==> src/rtl/uart_pkg.sv <==
// rtl/uart_pkg.sv - shared UART types and parameter limits
// Purpose: receiver FSM state encoding and legal ranges for DATA_BITS / OVERSAMPLE.
// Ports: none (package).
package uart_pkg;

    typedef enum logic [2:0] {
        IDLE   = 3'd0,
        START  = 3'd1,
        DATA   = 3'd2,
        PARITY = 3'd3,
        STOP   = 3'd4,
        BREAK  = 3'd5
    } uart_state_e;

    localparam int unsigned DATA_BITS_MIN  = 5;
    localparam int unsigned DATA_BITS_MAX  = 9;
    localparam int unsigned OVERSAMPLE_MIN = 8;
    localparam int unsigned OVERSAMPLE_MAX = 32;

endpackage

==> src/rtl/uart_rx_sync.sv <==
// rtl/uart_rx_sync.sv - two-flop synchroniser for an idle-high serial line
// Purpose: brings the asynchronous rx line into the clk domain.
// Ports:
//   clk    in  clock
//   rst    in  synchronous active-high reset (flops reset to 1 = line idle)
//   rx     in  asynchronous serial input
//   rx_s   out synchronised serial line
module uart_rx_sync (
    input  logic clk,
    input  logic rst,
    input  logic rx,
    output logic rx_s
);

    logic meta_q;
    logic sync_q;

    always_ff @(posedge clk) begin
        if (rst) begin
            meta_q <= 1'b1;
            sync_q <= 1'b1;
        end else begin
            meta_q <= rx;
            sync_q <= meta_q;
        end
    end

    assign rx_s = sync_q;

endmodule

==> src/rtl/uart_rx_core.sv <==
// rtl/uart_rx_core.sv - oversampling UART receiver with valid/ready output
// Purpose: detects start bit, samples DATA_BITS data bits (LSB first), optional
//   parity (macro UART_RX_PARITY_EN) and STOP_BITS stop bits at bit centres,
//   then presents the word with framing/parity status over valid/ready.
// Ports:
//   clk, rst              clock, synchronous active-high reset
//   baud_tick             1-clk pulse at OVERSAMPLE x baud
//   rx                    asynchronous serial line, idle high
//   parity_odd            1 = odd parity (parity build only)
//   rx_data/rx_valid      received word, held until rx_ready
//   rx_ready              consumer accept
//   frame_err/parity_err  status of the word in rx_data
//   overrun_err           1-clk pulse when a completed frame is dropped
//   busy                  receiver FSM not idle
module uart_rx_core
    import uart_pkg::*;
#(
    parameter int unsigned DATA_BITS  = 8,
    parameter int unsigned OVERSAMPLE = 16,
    parameter int unsigned STOP_BITS  = 1
) (
    input  logic                 clk,
    input  logic                 rst,
    input  logic                 baud_tick,
    input  logic                 rx,
    input  logic                 parity_odd,
    output logic [DATA_BITS-1:0] rx_data,
    output logic                 rx_valid,
    input  logic                 rx_ready,
    output logic                 frame_err,
    output logic                 parity_err,
    output logic                 overrun_err,
    output logic                 busy
);

    if (DATA_BITS < DATA_BITS_MIN || DATA_BITS > DATA_BITS_MAX) begin : g_bad_data_bits
        $error("uart_rx_core: DATA_BITS out of range");
    end
    if (OVERSAMPLE < OVERSAMPLE_MIN || OVERSAMPLE > OVERSAMPLE_MAX || (OVERSAMPLE % 2) != 0) begin : g_bad_oversample
        $error("uart_rx_core: OVERSAMPLE out of range or odd");
    end
    if (STOP_BITS < 1 || STOP_BITS > 2) begin : g_bad_stop_bits
        $error("uart_rx_core: STOP_BITS must be 1 or 2");
    end

    localparam int unsigned TW = $clog2(OVERSAMPLE);
    localparam int unsigned BW = $clog2(DATA_BITS + 1);
    localparam logic [TW-1:0] TICK_HALF = TW'(OVERSAMPLE / 2 - 1);
    localparam logic [TW-1:0] TICK_LAST = TW'(OVERSAMPLE - 1);
    localparam logic [BW-1:0] DATA_LAST = BW'(DATA_BITS - 1);
    localparam logic [BW-1:0] STOP_LAST = BW'(STOP_BITS - 1);

    logic rx_s;

    uart_rx_sync u_sync (
        .clk  (clk),
        .rst  (rst),
        .rx   (rx),
        .rx_s (rx_s)
    );

    uart_state_e          state_q, state_d;
    logic [TW-1:0]        tick_q, tick_d;
    logic [BW-1:0]        bit_q, bit_d;
    logic [DATA_BITS-1:0] shift_q, shift_d;
    logic                 frame_q, frame_d;   // any stop sample low so far
    logic                 perr_q, perr_d;     // parity mismatch of frame in progress
    logic                 commit;
    logic                 frame_now;

    logic [DATA_BITS-1:0] data_q;
    logic                 valid_q, ferr_q, perr_out_q, ovr_q;

`ifndef UART_RX_PARITY_EN
    logic unused_parity_odd;
    assign unused_parity_odd = parity_odd;
`endif

    // Includes the current stop sample so the committed flag covers every stop bit.
    assign frame_now = frame_q | ~rx_s;

    always_ff @(posedge clk) begin
        if (rst) begin
            state_q <= IDLE;
            tick_q  <= '0;
            bit_q   <= '0;
            shift_q <= '0;
            frame_q <= 1'b0;
            perr_q  <= 1'b0;
        end else begin
            state_q <= state_d;
            tick_q  <= tick_d;
            bit_q   <= bit_d;
            shift_q <= shift_d;
            frame_q <= frame_d;
            perr_q  <= perr_d;
        end
    end

    always_comb begin
        state_d = state_q;
        tick_d  = tick_q;
        bit_d   = bit_q;
        shift_d = shift_q;
        frame_d = frame_q;
        perr_d  = perr_q;
        commit  = 1'b0;
        if (baud_tick) begin
            case (state_q)
                IDLE: begin
                    if (!rx_s) begin
                        state_d = START;
                        tick_d  = '0;
                    end
                end
                START: begin
                    if (tick_q == TICK_HALF) begin
                        tick_d = '0;
                        bit_d  = '0;
                        if (!rx_s) begin
                            state_d = DATA;
                            frame_d = 1'b0;
                            perr_d  = 1'b0;
                        end else begin
                            state_d = IDLE;
                        end
                    end else begin
                        tick_d = tick_q + 1'b1;
                    end
                end
                DATA: begin
                    if (tick_q == TICK_LAST) begin
                        tick_d  = '0;
                        shift_d = {rx_s, shift_q[DATA_BITS-1:1]};
                        if (bit_q == DATA_LAST) begin
                            bit_d = '0;
`ifdef UART_RX_PARITY_EN
                            state_d = PARITY;
`else
                            state_d = STOP;
`endif
                        end else begin
                            bit_d = bit_q + 1'b1;
                        end
                    end else begin
                        tick_d = tick_q + 1'b1;
                    end
                end
`ifdef UART_RX_PARITY_EN
                PARITY: begin
                    if (tick_q == TICK_LAST) begin
                        tick_d  = '0;
                        perr_d  = rx_s != ((^shift_q) ^ parity_odd);
                        state_d = STOP;
                    end else begin
                        tick_d = tick_q + 1'b1;
                    end
                end
`endif
                STOP: begin
                    if (tick_q == TICK_LAST) begin
                        tick_d  = '0;
                        frame_d = frame_now;
                        if (bit_q == STOP_LAST) begin
                            bit_d   = '0;
                            commit  = 1'b1;
                            // A low stop bit usually means a break: wait for idle before re-arming.
                            state_d = frame_now ? BREAK : IDLE;
                        end else begin
                            bit_d = bit_q + 1'b1;
                        end
                    end else begin
                        tick_d = tick_q + 1'b1;
                    end
                end
                BREAK: begin
                    if (rx_s) begin
                        state_d = IDLE;
                    end
                end
                default: begin
                    state_d = IDLE;
                end
            endcase
        end
    end

    always_ff @(posedge clk) begin
        if (rst) begin
            data_q     <= '0;
            valid_q    <= 1'b0;
            ferr_q     <= 1'b0;
            perr_out_q <= 1'b0;
            ovr_q      <= 1'b0;
        end else begin
            ovr_q <= 1'b0;
            if (commit) begin
                // Slot is free if empty or being drained this very cycle.
                if (!valid_q || rx_ready) begin
                    data_q     <= shift_q;
                    ferr_q     <= frame_now;
                    perr_out_q <= perr_q;
                    valid_q    <= 1'b1;
                end else begin
                    ovr_q <= 1'b1;
                end
            end else if (valid_q && rx_ready) begin
                valid_q <= 1'b0;
            end
        end
    end

    assign rx_data     = data_q;
    assign rx_valid    = valid_q;
    assign frame_err   = ferr_q;
    assign parity_err  = perr_out_q;
    assign overrun_err = ovr_q;
    assign busy        = (state_q != IDLE);

endmodule

==> config.mk <==
export PLATFORM = sky130hd
export DESIGN_NAME = uart_rx_core
export DESIGN_NICKNAME = d
export VERILOG_FILES = /design/src/rtl/uart_pkg.sv /design/src/rtl/uart_rx_sync.sv /design/src/rtl/uart_rx_core.sv
export SDC_FILE = /design/constraint.sdc
export NUM_CORES = 1
export LEC_CHECK = 0
export ABC_AREA = 0
export CORE_UTILIZATION = 58
export CTS_BUF_LIST = sky130_fd_sc_hd__clkbuf_16
export CTS_CLUSTER_SIZE = 8
export DETAILED_ROUTE_END_ITERATION = 7
export GPL_ROUTABILITY_DRIVEN = 0
export PLACE_DENSITY_LB_ADDON = 0.2
export SYNTH_ARGS = -nofsm -noshare
export SYNTH_HDL_FRONTEND = slang
export SYNTH_SLANG_ARGS = --single-unit
==> constraint.sdc <==
create_clock -name clk -period 2.7 [get_ports clk]
set_input_delay 0.54 -clock clk [delete_from_list [all_inputs] [get_ports clk]]
set_output_delay 0.54 -clock clk [all_outputs]
set_load 0.005 [all_outputs]
==> results.md <==
* Syn Inst Count at 168
* Yosys reg bits at 33
* Num CTS Buffers at 5
* Crit path max fanout at 15
* CTS-repair resized insts at 0
* Detailed Route WL at 3061 um
* Number of post-CTS setup repair buffers at 0
* Power density cells at 587.9 nW/um^2
* Tot Pwr at 1.076 mW
* Clk_lat worst skew at 0.28 ns
* Actual slew at the worst max-slew pin at 0.5188 ns
* Syn. warnings at 0
* Arr. time, crit path at 1.61 ns
* CP endpoint: busy
* Rows at 18
* EDFF count, synth at 0
* DRT iter0 DRCs at 28
* FF-to-FF setup slack at 0.62 ns
* Total track usage at 0.2504
* Die ar. at 2859 sq um
* Fmax achieved at 0.4650 GHz
* Post-synth ARST share at 0
* Fin crit share at 0.7966
* Detailed Routing Iterations Pass 1 at 5
* Initial antenna violation count at 0
* Vias in the first global route at 1118
* R2r endpoint: state_q[0]
* CTS Hold Bufs at 0
* Inserted Diodes at 0
* WP data required at 2.16 ns
* Sum Neg Setup Slack at 0 ns
* Post-Syn Area at 1536 sq um
* Final antenna-violating net count at 0
* Clock root buffer: clkbuf_16
* Clk sinks at 33
* Die H at 53.47 um
* Core area at 2500 sq um
* Global-route wire length before repair at 4954 um
* Clock skew at 0.003332 ns
* CP Class: flop to output pin
* Final #Nets at 192
* H-tree Lvls at 2
* Routed len/inst at 14.30 um
* Crit Reg-Reg Startpoint: bit_q[0]
* MaxCap Viol Count at 0
* Pleak at 0.6254 nW
* Post-Syn Nets at 177
* Share of layout cells above drive strength 1 at 0.09783
* Slew HR at 0.6541
* RSZ-0062 raised after global routing: false
* Tmin final at 2.151 ns
* Max Root-Sink Buffers at 2
* Post-route insts no fill at 214
* IO Port Bufs at 16
* DP Wirelength at 2014 um
* Worst Setup SP: state_q[1]
* Die span in x at 53.47 um
* Vias at 1231
* Area delta synth->final at 19.14%
* DRC violations left at 0
* Drt via density at 5.752
* Status: complete, no violations
* Final Max Slew Viols at 0
* Final setup viols at 0
* Io pins at 19
* Starting density of the core at 0.6146
* Sequential fraction of the synthesis area at 0.4300
* CTS tree: yes
* Peak supply drop at 655.5 uV
* Syn Area/Cell at 9.146 sq um
* Startpoint types: flop
* Dpl cells at 206
* Unique cell type count in the Yosys netlist at 44
* Clk slew on worst S/H paths at 0.05 ns
* Total grt overflow at 0
* Final Hold Viols at 0
* Min-delay worst type: flop to flop
* Largest net degree at the start of global routing at 24
* Crit end category: output pin
* Worst reg-to-reg path cell count at 7
* Top FF cell, synth: dfxtp_1
[per-layer routing]
layer  track usage  share of wire
met4        0.1360          0.016
met1        0.3113           0.47
met5             0              0
met3       0.08621          0.041
met2        0.3729           0.47
[cell usage in the layout, fill, tap and decap left out, types with 2 or more instances in the layout]
master / netlist / routed
dfxtp_1: 33 / 33
nand3_1: 4 / 4
a211oi_1: 2 / 2
inv_1: 4 / 4
mux2i_1: 18 / 18
buf_4: 4 / 2
or2_2: 4 / 4
nand2b_1: 2 / 2
mux2_2: 2 / 2
nand2_1: 5 / 5
or4_1: 2 / 2
o32ai_1: 2 / 2
nand4_1: 2 / 2
nand3b_1: 3 / 3
clkinv_2: 0 / 2
clkdlybuf4s50_1: 0 / 16
nor3b_1: 4 / 4
o21ai_0: 3 / 3
ha_1: 3 / 3
nor2_1: 29 / 29
a21oi_1: 5 / 5
clkbuf_16: 0 / 5
a22oi_1: 5 / 5
nor2b_1: 3 / 3
nor3_1: 4 / 4
[area by class of cell]
cell class / instances / area, sq um
sequential: 33 / 660.6
clock inverter: 3 / 17.52
inverter: 4 / 15.01
clock buffer: 5 / 125.1
timing repair buffer: 18 / 175.2
fill: 197 / 669.4
tap: 30 / 37.54
multi-input combinational: 121 / 799.5
[flip-flops by register name, summed over array words and instances (netlist names)]
signal	cells
overrun_err	1
rx_data	8
u_sync.meta_q	1
state_q	3
tick_q	4
bit_q	4
frame_err	1
u_sync.rx_s	1
frame_q	1
shift_q	8
rx_valid	1
[power breakdown]
group          switching, mW  total (mW)  leakage [nW]  internal (mW)
Sequential           0.00469       0.495         0.266          0.490
Combinational         0.0243      0.0440         0.290         0.0197
Clock                  0.200       0.537        0.0696          0.337
[worst min-delay path by stage]
stage	start	to	slack, ns	cells after the start
after global routing	u_sync.meta_q	u_sync.rx_s	0.43	1
after CTS	u_sync.meta_q	u_sync.rx_s	0.41	1
after floorplan	u_sync.meta_q	u_sync.rx_s	0.39	1
final	u_sync.meta_q	u_sync.rx_s	0.41	1
after detailed placement	u_sync.meta_q	u_sync.rx_s	0.40	1
after global placement	u_sync.meta_q	u_sync.rx_s	0.40	1
[synth_stat cells (2+ instances only)]
| library cell | n | area (sq um) |
|---|---|---|
| mux2i_1 | 18 | 180.2 |
| nand3_1 | 4 | 20.02 |
| nand2_1 | 5 | 18.77 |
| nand4_1 | 2 | 12.51 |
| nand2b_1 | 2 | 12.51 |
| a211oi_1 | 2 | 15.01 |
| or4_1 | 2 | 15.01 |
| nor3_1 | 4 | 20.02 |
| nor3b_1 | 4 | 30.03 |
| a22oi_1 | 5 | 37.54 |
| ha_1 | 3 | 37.54 |
| mux2_2 | 2 | 22.52 |
| o32ai_1 | 2 | 17.52 |
| nand3b_1 | 3 | 22.52 |
| clkbuf_1 | 4 | 15.01 |
| o21ai_0 | 3 | 15.01 |
| inv_1 | 4 | 15.01 |
| dfxtp_1 | 33 | 660.6 |
| buf_4 | 4 | 30.03 |
| nor2_1 | 29 | 108.9 |
| or2_2 | 4 | 25.02 |
| nor2b_1 | 3 | 18.77 |
| a21oi_1 | 5 | 25.02 |
[worst max-delay path, cell delays in order, from the launching register on]
cell and delay, ns:
dfxtp_1 0.44, or3_1 0.44, clkdlybuf4s50_1 0.46
[cell families (layout without fill, tap and decap cells)]
family                     Yosys count  after routing  share of synthesized area
muxes                               20             20                     0.1319
adders and majority gates            3              3                    0.02443
other                                1              1                   0.002441
buffers and inverters               14             30                    0.04967
AOI/OAI and AO/OA                   26             26                     0.1173
and+or+nand+nor                     70             70                     0.2386
xor gates and xnor gates             1              1                   0.005701
DFF                                 33             33                     0.4300
[metrics by stage]
| stage | area, sq um | worst slack, ns | util | hold WS [ns] |
|---|---|---|---|---|
| final | 1831 | 0.5493 | 0.7322 | 0.4133 |
| after global routing | 1831 | 0.4770 | 0.7322 | 0.4303 |
| after CTS | 1831 | 0.5587 | 0.7322 | 0.4125 |
| after detailed placement | 1688 | 0.4307 | 0.6752 | 0.3975 |
| after global placement | 1688 | 0.4698 | 0.6752 | 0.4040 |
| after floorplan | 1536 | 0.8696 | - | 0.3895 |
Note: power is estimated with default switching activity, not from simulation.
